===== src/rtl/game_pkg.sv =====
// Shared game definitions: difficulty encodings, per-difficulty mole timing,
// and the mole controller state encoding.
package game_pkg;

  localparam int unsigned POS_W  = 3;
  localparam int unsigned MS_W   = 10;
  localparam int unsigned LFSR_W = 16;

  typedef enum logic [1:0] {
    DIFF_EASY = 2'd0,
    DIFF_MED  = 2'd1,
    DIFF_HARD = 2'd2
  } diff_e;

  typedef enum logic [1:0] {
    MOLE_IDLE = 2'd0,
    MOLE_GAP  = 2'd1,
    MOLE_UP   = 2'd2
  } mole_state_e;

  // Level 3 is not a distinct difficulty; it plays as hard.
  function automatic diff_e norm_diff(input logic [1:0] lvl);
    case (lvl)
      2'd0:    return DIFF_EASY;
      2'd1:    return DIFF_MED;
      default: return DIFF_HARD;
    endcase
  endfunction

  function automatic logic [MS_W-1:0] up_ms(input diff_e d);
    case (d)
      DIFF_EASY: return MS_W'(1000);
      DIFF_MED:  return MS_W'(700);
      default:   return MS_W'(450);
    endcase
  endfunction

  function automatic logic [MS_W-1:0] gap_ms(input diff_e d);
    case (d)
      DIFF_EASY: return MS_W'(300);
      DIFF_MED:  return MS_W'(200);
      default:   return MS_W'(150);
    endcase
  endfunction

endpackage


===== src/rtl/mole_lfsr.sv =====
// Free-running 16-bit Fibonacci LFSR (taps 16,14,13,11) supplying a 3-bit
// pseudo-random hole position.
module mole_lfsr
  import game_pkg::*;
#(
  parameter logic [LFSR_W-1:0] SEED = 16'hACE1
) (
  input  logic             clk,
  input  logic             rst_n,
  output logic [POS_W-1:0] pos_o
);

  logic [LFSR_W-1:0] lfsr_q;
  logic [LFSR_W-1:0] lfsr_d;

  always_comb begin
    lfsr_d = {lfsr_q[0] ^ lfsr_q[2] ^ lfsr_q[3] ^ lfsr_q[5], lfsr_q[LFSR_W-1:1]};
  end

  always_ff @(posedge clk or negedge rst_n) begin
    if (!rst_n) begin
      lfsr_q <= SEED;
    end else begin
      lfsr_q <= lfsr_d;
    end
  end

  assign pos_o = lfsr_q[POS_W-1:0];

endmodule


===== src/rtl/mole_ctrl.sv =====
// Whack-a-mole controller: pops one mole at a time with per-difficulty up/gap
// timing and reports hit/miss pulses for scoring.
module mole_ctrl
  import game_pkg::*;
#(
  parameter int unsigned       NUM_MOLES    = 8,
  parameter int unsigned       TICKS_PER_MS = 100000,
  parameter logic [LFSR_W-1:0] LFSR_SEED    = 16'hACE1
) (
  input  logic                 clk,
  input  logic                 rst_n,
  input  logic                 enable,
  input  logic [1:0]           difficulty_level,
  input  logic [NUM_MOLES-1:0] whack,
  output logic [NUM_MOLES-1:0] mole_leds,
  output logic                 hit_pulse,
  output logic                 miss_pulse
);

  localparam int unsigned PRESC_W = (TICKS_PER_MS > 1) ? $clog2(TICKS_PER_MS) : 1;

  mole_state_e            state_q, state_d;
  logic [PRESC_W-1:0]     presc_q, presc_d;
  logic [MS_W-1:0]        ms_cnt_q, ms_cnt_d;
  logic [POS_W-1:0]       pos_q, pos_d;
  logic [POS_W-1:0]       prev_pos_q, prev_pos_d;
  diff_e                  diff_q, diff_d;
  logic [NUM_MOLES-1:0]   leds_q, leds_d;
  logic                   hit_q, hit_d;
  logic                   miss_q, miss_d;

  logic [POS_W-1:0]       lfsr_pos_c;
  logic [POS_W-1:0]       new_pos_c;
  logic                   ms_tick_c;
  logic                   whack_hit_c;
  logic                   whack_wrong_c;
  logic [MS_W-1:0]        up_lim_c;
  logic [MS_W-1:0]        gap_lim_c;

  mole_lfsr #(
    .SEED (LFSR_SEED)
  ) u_lfsr (
    .clk   (clk),
    .rst_n (rst_n),
    .pos_o (lfsr_pos_c)
  );

  // Never repeat the previous hole: bump a collision to the next hole.
  assign new_pos_c     = (lfsr_pos_c == prev_pos_q) ? lfsr_pos_c + 1'b1 : lfsr_pos_c;
  assign ms_tick_c     = (presc_q == PRESC_W'(TICKS_PER_MS - 1));
  assign whack_hit_c   = whack[pos_q];
  assign whack_wrong_c = |(whack & ~(NUM_MOLES'(1) << pos_q));
  assign up_lim_c      = up_ms(diff_q);
  assign gap_lim_c     = gap_ms(diff_q);

  always_comb begin
    presc_d = ms_tick_c ? '0 : presc_q + 1'b1;
  end

  always_comb begin
    state_d    = state_q;
    pos_d      = pos_q;
    prev_pos_d = prev_pos_q;
    diff_d     = diff_q;
    hit_d      = 1'b0;
    miss_d     = 1'b0;
    ms_cnt_d   = ms_cnt_q;
    leds_d     = '0;

    if (!enable) begin
      state_d = MOLE_IDLE;
    end else begin
      unique case (state_q)
        MOLE_IDLE: state_d = MOLE_GAP;
        MOLE_GAP: begin
          if (ms_cnt_q == gap_lim_c) begin
            state_d    = MOLE_UP;
            pos_d      = new_pos_c;
            prev_pos_d = new_pos_c;
            diff_d     = norm_diff(difficulty_level);
          end
        end
        MOLE_UP: begin
          // A correct whack wins over both a wrong bit and a timeout.
          if (whack_hit_c) begin
            hit_d   = 1'b1;
            state_d = MOLE_GAP;
          end else if (ms_cnt_q == up_lim_c) begin
            miss_d  = 1'b1;
            state_d = MOLE_GAP;
          end else if (whack_wrong_c) begin
            miss_d  = 1'b1;
          end
        end
        default: state_d = MOLE_IDLE;
      endcase
    end

    if (!enable || (state_d != state_q)) begin
      ms_cnt_d = '0;
    end else if (ms_tick_c) begin
      ms_cnt_d = ms_cnt_q + 1'b1;
    end

    if (state_d == MOLE_UP) begin
      leds_d = NUM_MOLES'(1) << pos_d;
    end
  end

  always_ff @(posedge clk or negedge rst_n) begin
    if (!rst_n) begin
      state_q    <= MOLE_IDLE;
      presc_q    <= '0;
      ms_cnt_q   <= '0;
      pos_q      <= '0;
      prev_pos_q <= '0;
      diff_q     <= DIFF_EASY;
      leds_q     <= '0;
      hit_q      <= 1'b0;
      miss_q     <= 1'b0;
    end else begin
      state_q    <= state_d;
      presc_q    <= presc_d;
      ms_cnt_q   <= ms_cnt_d;
      pos_q      <= pos_d;
      prev_pos_q <= prev_pos_d;
      diff_q     <= diff_d;
      leds_q     <= leds_d;
      hit_q      <= hit_d;
      miss_q     <= miss_d;
    end
  end

  assign mole_leds  = leds_q;
  assign hit_pulse  = hit_q;
  assign miss_pulse = miss_q;

endmodule


===== config.mk =====
export PLATFORM = sky130hd
export DESIGN_NAME = mole_ctrl
export DESIGN_NICKNAME = d
export VERILOG_FILES = /design/src/rtl/game_pkg.sv /design/src/rtl/mole_lfsr.sv /design/src/rtl/mole_ctrl.sv
export SDC_FILE = /design/constraint.sdc
export NUM_CORES = 1
export LEC_CHECK = 0
export CORE_ASPECT_RATIO = 0.8
export CORE_MARGIN = 2
export CORE_UTILIZATION = 25
export DETAILED_ROUTE_END_ITERATION = 7
export GPL_TIMING_DRIVEN = 0
export PLACE_DENSITY_LB_ADDON = 0.12
export RECOVER_POWER = 50
export SLEW_MARGIN = 30
export SYNTH_ARGS = -nofsm -noshare
export SYNTH_HDL_FRONTEND = slang
export SYNTH_SLANG_ARGS = --single-unit

===== constraint.sdc =====
create_clock -name clk -period 3.4 [get_ports clk]
set_input_delay 1.02 -clock clk [delete_from_list [all_inputs] [get_ports clk]]
set_output_delay 1.02 -clock clk [all_outputs]
set_load 0.05 [all_outputs]

# Word-level counts from Yosys, hierarchy flattened
# Cells that the tools add are included.
word_totals:
  mem_bits_rw: 0
  mem_count: 0
  register_bits: 63
  output_inout_bits: 10
  latchBits: 0
  romBits: 0
  wordCells: 65
classes:
  muxes: 26
  shifts: 2
  multipliers: 0
  n_reduce_logical: 8
  bitwise: 5
  n_addsub: 3
  div_mod_pow: 0
  eq_ne: 10
  magnitude_cmp: 1
op_table:
  columns: ["operator", "n"]
  rows:
  - ["$eq 10x10->1", 2]
  - ["$mux 10", 2]
  - ["$pmux 10 s2", 1]
  - ["$pmux 9 s2", 1]
  - ["$add 17x1->17 const B", 1]
  - ["$eq 17x17->1 const B", 1]
  - ["$mux 17", 1]
  - ["$shl 1x3->8 const A", 2]
  - ["$mux 3", 4]
  - ["$add 10x1->10 const B", 1]
  - ["$mux 1", 9]
  - ["$and 8x8->8", 1]
  - ["$mux 2", 4]
  - ["$mux 8", 1]
  - ["$not 8->8", 1]
  - ["$reduce_or 8->1", 1]
  - ["$eq 2x1->1 const B", 3]
  - ["$logic_not 2->1", 3]
  - ["$pmux 2 s3", 1]
  - ["$eq 2x2->1 const B", 2]
  - ["$lt 3x4->1 const B", 1]
  - ["$pmux 2 s2", 1]
  - ["$add 3x1->3 const B", 1]
  - ["$bmux 1 s3", 1]
  - ["other kinds (7)", 9]

# Depth between registers and ports, before layout
depth:
  depth_word: 10
  ltp_mapped: 7
  depth_no_buf: 6

# Hierarchy
# Synthesis repeated with hierarchy kept, for this count alone.
hier_totals:
  cells_unflattened: 269
  area_unflattened_um2: 3027.9
by_module_without_submodules:
  columns: ["module", "seq_area_each_um2", "instances", "cells_per_inst", "area_per_inst_um2"]
  rows:
  - ["mole_ctrl", 1176.1, 1, 248, 2576.2]
  - ["mole_lfsr", 410.4, 1, 21, 451.7]

# Worst setup path after synthesis
# OpenSTA, ideal clock, no wires.
synth_path:
  path_type: "register to register"
  startpoint: "reg ms_cnt_q[4]"
  endpoint: "reg diff_q[1]"
  setup_ps: 125
  path_stages_with_launch: 7
  path_buffers: 1
  arrival_time_ps: 2254
  setup_slack_ps: 1021
  path_cell_list: "dfrtp_1 -> buf_6 -> or4b_4 -> a2111oi_4 -> nand4_4 -> nor2_1 -> mux2_2"
synth_between:
  elab_chain_cells: 2
synth_rtl:
  columns: ["element", "line", "rtl"]
  rows:
  - ["start, declared", "mole_ctrl.sv:24", "logic [MS_W-1:0] ms_cnt_q, ms_cnt_d;"]
  - ["start signal, assigned", "mole_ctrl.sv:124", "ms_cnt_q <= ms_cnt_d;"]
  - ["$eq 10x10->1", "mole_ctrl.sv:76", "if (ms_cnt_q == gap_lim_c) begin"]
  - ["$reduce_and 3->1 (no line)", null, null]
  - ["end signal, assigned", "mole_ctrl.sv:127", "diff_q <= diff_d;"]
  - ["end, declared", "mole_ctrl.sv:27", "diff_e diff_q, diff_d;"]
# Every way passes these cells.
# A chain may end at the register's enable or synchronous reset.

# Worst setup path in the final report
layout_path:
  startpoint: "in whack[2]"
  endpoint: "reg leds_q[2] (netlist: mole_leds[2])"
layout_between:
  elab_chain_cells: 7
layout_rtl:
  columns: ["element", "line", "rtl"]
  rows:
  - ["start, declared", "mole_ctrl.sv:14", "input logic [NUM_MOLES-1:0] whack,"]
  - ["$bmux 1 s3", "mole_ctrl.sv:51", "assign whack_hit_c = whack[pos_q];"]
  - ["$mux 1 (not written as such)", "mole_ctrl.sv:51", null]
  - ["$mux 2", "mole_ctrl.sv:85", "if (whack_hit_c) begin"]
  - ["$pmux 2 s3", "mole_ctrl.sv:73", "unique case (state_q)"]
  - ["$mux 2", "mole_ctrl.sv:70", "if (!enable) begin"]
  - ["$eq 2x2->1", "mole_ctrl.sv:105", "if (state_d == MOLE_UP) begin"]
  - ["$mux 8", "mole_ctrl.sv:105", null]
  - ["named net leds_d[2]", "mole_ctrl.sv:28", "logic [NUM_MOLES-1:0] leds_q, leds_d;"]
  - ["end signal, assigned", "mole_ctrl.sv:128", "leds_q <= leds_d;"]
  - ["end, declared", "mole_ctrl.sv:28", null]
# The timed path passes the listed nets, and every way through them passes these cells. The select of a mux whose other input is x is not followed.

==> metrics.txt <==
Core Util, Final 0.319; GRT Total Usage 0.114; CP endpoint mole_leds[2]; cell taking the most area after synthesis dfrtp_1; Logic pwr share 0.043; FF-to-FF End diff_q[1]; max frequency roughly 0.35 GHz; final setup fails 0; CP max-delay cell mux2i_1; first-pass GRT wire length between 10,000 and 15,000 µm; post-synthesis instance total roughly 300; violated checks max-capacitance violations, max-slew violations; most numerous cell in the Yosys netlist dfrtp_1; Post-CTS Hold Fix Bufs 0; vias in the first global route roughly 2,300; clock share of power 0.543; worst slew pin tran around 1.5 ns; CP Launch Type primary input; crit path kind primary input to register; crit path time final ~2.8 ns; final hold vios 0; Max-slew headroom -0.0129; Total Power between 1.5 and 2 mW; syn avg cell area roughly 11 µm²; clock sinks between 60 and 70; count of pins over their slew limit 30; Filler Cells Inserted 1,239; Synth Cell Area roughly 3100 µm²; Clk pin slew, worst setup/hold paths approximately 0.050 ns; buffer count from post-CTS setup fixing 0; vias per cell roughly 4.6; Area Growth Syn to Fin 24.3%; share of the yosys chip area belonging to registers 0.507; CP startpoint whack[2]; row count 36; initial antenna violation count 0; via count approximately 2,300; Crit path max-delay family multiplexers; IO Pins 23; clk buf depth 2; r2r setup slk approximately 0.64 ns; placed insts 489; die area ~13,000 µm²; total gr overflow 0; Flop pwr share 0.414; crit end category register; drt initial violations slightly above 90; ant diodes 0; Worst Slack Setup Final between 0.5 and 0.6 ns; post-synth net total ~310; MaxCap Viol Count 1; Clock Skew about 0.0053 ns; Leakage 1.53 nW; Final Cycle Share 0.838; Primary FF master, synth dfrtp_1; Yosys reg bits 63; worst-skew pair later-pin latency about 0.33 ns; RSZ-0062 raised after global routing no; DPL Wire Length just under 5000 µm; top cells by area, synth dfrtp_1 (44%), dfstp_2 (6.7%), xnor2_1 (5.3%), nor2_1 (3.8%), xor2_1 (3.4%); # DRC 0; share of cells above drive strength 1 0.120; number of synthesized flops with an enable pin 0; nets 345; Int Pwr between 1 and 1.5 mW; clock root cell clkbuf_16; VDD IR max 229 µV; run status complete, but fails checks; post-route insts no fill a little over 500; Placer Congestion 0.725; yosys warns 0; Net Sw Frac 0.213; Initial Utilization 0.257; Hold Path Class register to register; top cell type's share of synthesized area 0.439; Chip Width ~130 µm; synth cell count leaders dfrtp_1 (55), nor2_1 (32), xnor2_1 (19), nand3_1 (17), nand2_1 (15); routed len/inst approximately 14 µm; PD cells about 470 nW/µm²; CP Data Required Time around 3.6 ns; CTS tree done; Post-Place Setup Slack around 0.21 ns; Cell variety after synth 51; crit path cell chain clkdlybuf4s50_1 -> mux4_2 -> mux2i_1 -> nand3_1 -> a22oi_1; Async SR Flop Fraction 1.00; Crit Path Max Fanout 7; cells on worst reg2reg path 5; Die H roughly 100 µm; FF-to-FF Start ms_cnt_q[1]; CTS Buf Count 9; H-Tree Depth 3; Crit path buffers/inverters 1; I/O Buffers 22; Net Switching slightly below 0.4 mW; largest net degree at the start of global routing 36; drt pass-1 iters 4; antenna viol nets, final 0; Post-CTS Resized 0; Critical Path AT 3.08 ns; core footprint 12,200 µm²; WHS 0.347 ns; Worst path max stage delay roughly 0.5 ns; Crit. path cell count 5; final wirelength between 6000 and 7000 µm
## cell usage in the layout, fill, tap and decap left out, types with 3 or more instances in the layout
cell type and n:
dfrtp_1 55, nor2_1 32, clkdlybuf4s50_1 21, xnor2_1 19
nand3_1 17, nand2_1 15, xor2_1 12, clkbuf_1 11
o21ai_0 10, clkbuf_16 9, a22oi_1 8, nor3_1 8
o21a_1 7, dfstp_2 7, nand2b_1 6, a21oi_1 6
nor2b_1 6, nand4_1 6, and3_1 5, nor4bb_1 4
nand3b_1 4, nor3b_1 4, inv_1 3, or3_1 3
o31ai_1 3, or3b_2 3, o211ai_1 3, nor4_1 3
ha_1 3, clkinv_2 3
## through the flow
step / area [µm²] / setup TNS [ns]
finish: 3890 / 0
global route: 3890 / 0
CTS: 3910 / 0
detailed placement: 3580 / 0
global placement: 3570 / -48.68
floorplan: 3130 / 0
## flip-flops by register name, indices dropped and copies added, names as in the netlist
register,cells
diff_q,2
hit_pulse,1
miss_pulse,1
mole_leds,8
ms_cnt_q,10
pos_q,3
presc_q,17
prev_pos_q,3
state_q,2
u_lfsr.lfsr_q,16
## worst min-delay path by stage
stage	cells after the start	to	slack, ns	from
global placement	0	u_lfsr.lfsr_q[3]	0.34	u_lfsr.lfsr_q[4]
finish	0	u_lfsr.lfsr_q[3]	0.35	u_lfsr.lfsr_q[4]
floorplan	0	u_lfsr.lfsr_q[3]	0.33	u_lfsr.lfsr_q[4]
global route	0	u_lfsr.lfsr_q[10]	0.36	u_lfsr.lfsr_q[11]
CTS	0	u_lfsr.lfsr_q[3]	0.35	u_lfsr.lfsr_q[4]
detailed placement	0	u_lfsr.lfsr_q[3]	0.34	u_lfsr.lfsr_q[4]
## power groups by stage
stage | logic (mW) | registers [mW] | clock network [mW]
finish | 0.0785 | 0.761 | 0.996
CTS | 0.0828 | 0.761 | 1.03
global route | 0.0888 | 0.761 | 1.06
detailed placement | 0.0828 | 0.774 | 0
floorplan | 0.0380 | 0.772 | 0
global placement | 0.0795 | 0.774 | 0
## cell families after synthesis
logic type	after synthesis	share of synthesized area
xor+xnor	31	0.0867
compound gates	47	0.110
simple gates	130	0.238
fa+ha+maj	3	0.0120
buf+inv	16	0.0224
flops	63	0.507
mux	5	0.0244
## area by class of cell
type | instances | area, µm² | share of cell area
Clock buffer | 10 | 239 | 0.0614
Buffer | 13 | 58.8 | 0.0151
Tap cell | 171 | 214 | 0.0550
Multi-Input combinational cell | 216 | 1480 | 0.380
Clock inverter | 6 | 83.8 | 0.0215
Timing Repair Buffer | 23 | 219 | 0.0563
Inverter | 3 | 11.3 | 0.00289
Sequential cell | 63 | 1590 | 0.408
## per-layer routing
| layer | global-route usage | wire [µm] | vias up |
|---|---|---|---|
| met5 | 0 | 0 | - |
| met4 | 0.0466 | 126 | 0 |
| met3 | 0.0360 | 231 | 11 |
| met2 | 0.158 | 2980 | 28 |
| met1 | 0.164 | 3650 | 1156 |
| li1 | - | - | 1133 |
## worst reg2reg max path, delay by kind of cell, from the launching register on
kind	cells	cell delay, ns
mux	1	0.39
flops	1	0.45
compound gates	1	0.49
simple gates	3	1.30
No activity file was read; power rests on OpenSTA's default activity.
